## src/rtl/controle_atuadores.sv

```systemverilog
// Actuator responder for the irrigation controller: drip/sprinkler FSM with min-on, dead-time and fault hold-off, plus fill valve.
// Optional run-time limit on drip/sprinkler enabled by defining RUNTIME_LIMIT_EN.
module controle_atuadores #(
  parameter int unsigned CW         = 16,
  parameter int unsigned MIN_ON     = 8,
  parameter int unsigned DEAD_T     = 4,
  parameter int unsigned VE_MIN     = 8,
  parameter int unsigned FAULT_HOLD = 16,
  parameter int unsigned MAX_ON     = 1000
) (
  input  logic       CLK,
  input  logic       RST,
  input  logic       GT_REQ,
  input  logic       AS_REQ,
  input  logic       VE_REQ,
  input  logic       AL,
  output logic       GT_ON,
  output logic       AS_ON,
  output logic       VE_ON,
  output logic       BUSY,
  output logic [2:0] ESTADO,
  output logic       TIMEOUT
);

  typedef enum logic [2:0] {
    IDLE  = 3'd0,
    GOTEJ = 3'd1,
    ASPER = 3'd2,
    PAUSA = 3'd3,
    FALHA = 3'd4
  } estado_t;

  estado_t       state_q, state_d;
  logic [CW-1:0] cnt_q, cnt_d;
  logic [CW-1:0] ve_cnt_q, ve_cnt_d;
  logic          ve_on_d;
  logic          gt_ok, as_ok, run_done;

`ifdef RUNTIME_LIMIT_EN
  logic timeout_q, timeout_d;
  logic to_as_q, to_as_d;
`endif

  function automatic logic [CW-1:0] sat_inc(input logic [CW-1:0] v);
    return (&v) ? v : v + CW'(1);
  endfunction

  // State, counters and registered outputs (outputs follow the next state)
  always_ff @(posedge CLK) begin
    if (RST) begin
      state_q  <= IDLE;
      cnt_q    <= '0;
      ve_cnt_q <= '0;
      GT_ON    <= 1'b0;
      AS_ON    <= 1'b0;
      VE_ON    <= 1'b0;
      BUSY     <= 1'b0;
      ESTADO   <= 3'd0;
    end else begin
      state_q  <= state_d;
      cnt_q    <= cnt_d;
      ve_cnt_q <= ve_cnt_d;
      GT_ON    <= (state_d == GOTEJ);
      AS_ON    <= (state_d == ASPER);
      VE_ON    <= ve_on_d;
      BUSY     <= (state_d != IDLE);
      ESTADO   <= state_d;
    end
  end

`ifdef RUNTIME_LIMIT_EN
  always_ff @(posedge CLK) begin
    if (RST) begin
      timeout_q <= 1'b0;
      to_as_q   <= 1'b0;
    end else begin
      timeout_q <= timeout_d;
      to_as_q   <= to_as_d;
    end
  end

  assign TIMEOUT = timeout_q;
`else
  assign TIMEOUT = 1'b0;
`endif

  // Next-state logic; AL overrides everything
  always_comb begin
    state_d  = state_q;
    gt_ok    = GT_REQ;
    as_ok    = AS_REQ;
    run_done = (cnt_q >= CW'(MIN_ON - 1));
`ifdef RUNTIME_LIMIT_EN
    timeout_d = timeout_q;
    to_as_d   = to_as_q;
    if (timeout_q) begin
      if (to_as_q) as_ok = 1'b0;
      else         gt_ok = 1'b0;
      if (!(to_as_q ? AS_REQ : GT_REQ)) timeout_d = 1'b0;
    end
`endif

    case (state_q)
      IDLE: begin
        if (as_ok)      state_d = ASPER;
        else if (gt_ok) state_d = GOTEJ;
      end
      GOTEJ: begin
        if (run_done && (!GT_REQ || as_ok)) state_d = PAUSA;
`ifdef RUNTIME_LIMIT_EN
        if (cnt_q == CW'(MAX_ON - 1)) begin
          state_d   = PAUSA;
          timeout_d = 1'b1;
          to_as_d   = 1'b0;
        end
`endif
      end
      ASPER: begin
        if (run_done && !AS_REQ) state_d = PAUSA;
`ifdef RUNTIME_LIMIT_EN
        if (cnt_q == CW'(MAX_ON - 1)) begin
          state_d   = PAUSA;
          timeout_d = 1'b1;
          to_as_d   = 1'b1;
        end
`endif
      end
      PAUSA: begin
        if (cnt_q == CW'(DEAD_T - 1)) begin
          if (as_ok)      state_d = ASPER;
          else if (gt_ok) state_d = GOTEJ;
          else            state_d = IDLE;
        end
      end
      FALHA: begin
        if (!AL && (cnt_q == CW'(FAULT_HOLD - 1))) state_d = IDLE;
      end
      default: state_d = IDLE;
    endcase

    if (AL) begin
      state_d = FALHA;
`ifdef RUNTIME_LIMIT_EN
      timeout_d = 1'b0;
`endif
    end

    // One shared counter: run time, dead time or fault hold, restarted on every state change
    cnt_d = (AL || (state_d != state_q)) ? '0 : sat_inc(cnt_q);
  end

  // Fill valve: independent of the drip/sprinkler FSM except that a fault forces it off
  always_comb begin
    ve_on_d  = VE_ON;
    ve_cnt_d = ve_cnt_q;
    if (state_d == FALHA) begin
      ve_on_d  = 1'b0;
      ve_cnt_d = '0;
    end else if (!VE_ON) begin
      ve_on_d  = VE_REQ;
      ve_cnt_d = '0;
    end else begin
      ve_cnt_d = sat_inc(ve_cnt_q);
      if (!VE_REQ && (ve_cnt_q >= CW'(VE_MIN - 1))) ve_on_d = 1'b0;
    end
  end

endmodule

```

## config.mk

```make
export PLATFORM = sky130hd
export DESIGN_NAME = controle_atuadores
export DESIGN_NICKNAME = d
export VERILOG_FILES = /design/src/rtl/controle_atuadores.sv
export SDC_FILE = /design/constraint.sdc
export NUM_CORES = 1
export LEC_CHECK = 0
export CORE_MARGIN = 2
export CORE_UTILIZATION = 40
export DETAILED_ROUTE_END_ITERATION = 10
export GPL_ROUTABILITY_DRIVEN = 0
export PLACE_DENSITY = 0.69
export SLEW_MARGIN = 5
export SYNTH_ARGS = -nofsm -noshare
export SYNTH_HDL_FRONTEND = slang
export SYNTH_SLANG_ARGS = --single-unit
```

## constraint.sdc

```tcl
create_clock -name CLK -period 2.75 [get_ports CLK]
set_clock_uncertainty 0.05 [all_clocks]
set_input_delay 0.55 -clock CLK [delete_from_list [all_inputs] [get_ports CLK]]
set_output_delay 0.55 -clock CLK [all_outputs]
set_load 0.01 [all_outputs]
```

==> impl_metrics.py <==
metrics = {
    "run_status": {
        "outcome": "finished clean",
    },
    "timing": {
        "hold_viol_final": 0,
        "max_freq_ghz": 0.417,
        "grt_setup_unrepaired": "false",
        "final-setup-viol-count": 0,
        "drv_slew": 0,
        "fin_setup_tns_ns": 0,
        "worst_slew_pin_slew_ns": 0.807,
        "period_share_pct": 87.3,
        "period_needed_ns": 2.40,
        "setup_ws_ns": 0.350,
        "maxSlewHeadroom_pct": 45.7,
    },
    "worst_setup_path": {
        "cp.arrival_ns": 2.48,
        "worst_setup_path_start_kind": "primary input",
        "criticalPathCategory": "primary input to flop",
        "crit_path_top_delay_cell": "mux2i_4",
        "worstPathCellList": "clkdlybuf4s50_1, nand2b_1, maj3_1, a2bb2oi_4, mux2i_4, nor3_1",
        "crit_buf_inv": 1,
        "crit_family": "multiplexers",
        "crit_required_ns": 2.83,
        "endpoint_kind": "flop",
        "max_stage_delay_ns": 0.63,
        "crit_path_max_fanout": 16,
    },
    "routing": {
        "dr.pass1.iters": 4,
        "wl_um": 4500,
        "num_vias": 1849,
        "ant_nets": 0,
        "post_drt_via_cell_ratio": 5.62,
        "wire_per_inst_um": 13.7,
        "drc": 0,
        "drt-initial-drc-count": 82,
    },
    "global_routing": {
        "grt_pass1_vias": 1696,
        "grt_max_degree": 17,
        "grt_usage_pct": 15.3,
        "grt_antenna_before_repair": 0,
        "grt_pass1_wl_um": 7810,
        "overflow": 0,
    },
    "synth": {
        "yosysWarnings": 0,
        "yosysSeqAreaShare_pct": 35.4,
        "syn_nets": 252,
        "async_reset_ff_share_pct": 0,
        "yosys_register_bits": 39,
        "ys.flop_type": "dfxtp_1",
        "synth_edf_count": 0,
        "syn_area_um2": 2200,
        "synth_cell_types": 51,
        "synth_area_per_cell_um2": 9.03,
        "syn_inst": 244,
    },
    "placed_design": {
        "place_hpwl_um": 3110,
        "dp.cells": 321,
        "numPortBuffers": 12,
        "post-place-ws_ns": 0.0438,
    },
    "layout": {
        "final_cell_mix": "dfxtp_1 (39), nor2_1 (25), nand2_1 (19), xnor2_1 (16), nand3_1 (14)",
        "final_common_cell": "dfxtp_1",
        "area_growth_syn_to_layout_pct": 12.4,
        "final_util_pct": 45.8,
        "fin_nets": 264,
        "fill_cells": 535,
        "fin_cells": 329,
        "multi_input_area_um2": 1340,
        "seq_area_um2": 781,
        "diodes": 0,
        "drive_gt1_share_pct": 15.2,
    },
    "die": {
        "num_rows": 27,
        "die_width_um": 78.2,
        "coreArea_um2": 5410,
        "die_y_um": 78.2,
        "dieArea_um2": 6120,
        "start_util_pct": 40.8,
        "ios": 14,
    },
    "power_and_ir_drop": {
        "ir_drop_mv": 0.277,
        "p_leak_uw": 0.000740,
        "powerDensity_nw_per_um2": 440,
    },
    "cts": {
        "clk_path_buf_depth": 2,
        "cts_tree": "done",
        "cts_setup_buffers": 0,
        "numCtsBuffers": 5,
        "ctsHtreeMaxLevel": 2,
        "ctsResizeCount": 0,
        "numClockSinks": 39,
        "path_clk_slew_ns": 0.08,
        "clkLatencyLatePin_ns": 0.29,
        "ctsHoldBuffers": 0,
        "root_buffer": "clkbuf_8",
    },
    "flow_run": {
        "maxCapViolations": 0,
    },
    "worst_hold_path": {
        "hp-class": "flop to flop",
    },
}
Yosys cell counts (3+ instances only):
library cell   n  area share (%)
dfxtp_1       39              35
nor2_1        25             4.3
nand2_1       19             3.2
xnor2_1       16             6.4
nand3_1       14             3.2
nor3_1        12             2.7
nand4_1       11             3.1
nor3_2        10             4.5
a21oi_1        8             1.8
nor4_1         7             2.0
a31oi_1        5             1.4
and3_1         5             1.4
a211oi_1       4             1.4
clkbuf_1       4            0.68
inv_1          4            0.68
nor4b_1        4             1.6
and4_1         3             1.2
buf_6          3             1.5
nand4_2        3             1.7
nor3b_1        3             1.0
nor4_2         3             1.7
nor4_4         3             2.9
o21ai_0        3            0.68
where the power goes:
group | switching (µW) | internal, µW | total [µW]
Sequential | 9.16 | 571 | 581
Combinational | 40.7 | 37.3 | 78.0
Clock | 202 | 228 | 430
worst paths after layout:
path                from     endpoint  slack (ns)  depth (start not counted)
max               AS_REQ     cnt_q[7]        0.35                          6
min          ve_cnt_q[1]  ve_cnt_q[1]        0.45                          2
max reg2reg     cnt_q[0]     cnt_q[7]        0.44                          6
min reg2reg  ve_cnt_q[1]  ve_cnt_q[1]        0.45                          2
flip-flops by register name, summed over array words and instances, names as in the netlist:
signal / count
BUSY: 1
state_q: 3
VE_ON: 1
AS_ON: 1
GT_ON: 1
cnt_q: 16
ve_cnt_q: 16
worst reg2reg max path, stage by stage, from the launching register on:
cell and delay (ns):
dfxtp_1 0.38, ha_1 0.34, nor3b_1 0.29, and4_1 0.28
o21ai_2 0.08, mux2i_4 0.60, nor3_1 0.13
metal layers:
metal | global-route usage, % | wire [µm]
met3 | 3.10 | 185
met4 | 4.56 | 40
met2 | 25.0 | 2080
met1 | 20.6 | 2190
met5 | 0 | 0
final cells by class:
cell class / instances / area share, %
flip-flops and latches: 39 / 31.5
clock buffers: 7 / 3.89
repair buffers: 16 / 6.06
clock inverters: 1 / 0.303
well taps: 72 / 3.64
inverters: 4 / 0.606
multi-input cells: 190 / 54.0
cell families (layout without fill, tap and decap cells):
kind of cell / Yosys count / in the layout / share of synthesized area [%]
simple gates: 136 / 136 / 40.0
xor+xnor: 17 / 17 / 6.76
compound gates: 30 / 30 / 10.2
flops: 39 / 39 / 35.4
mux: 3 / 3 / 1.93
other cells: 1 / 1 / 0.170
fa+ha+maj: 3 / 3 / 1.59
buf+inv: 15 / 28 / 3.92
stage by stage:
step / instance area (µm²) / hold slack (ns) / total power [µW]
floorplan: 2200 / 0.424 / 647
global placement: 2370 / 0.442 / 672
detailed placement: 2370 / 0.442 / 672
CTS: 2480 / 0.453 / 1110
global route: 2480 / 0.487 / 1140
finish: 2480 / 0.453 / 1090
Note: power is estimated with default switching activity, not from simulation.
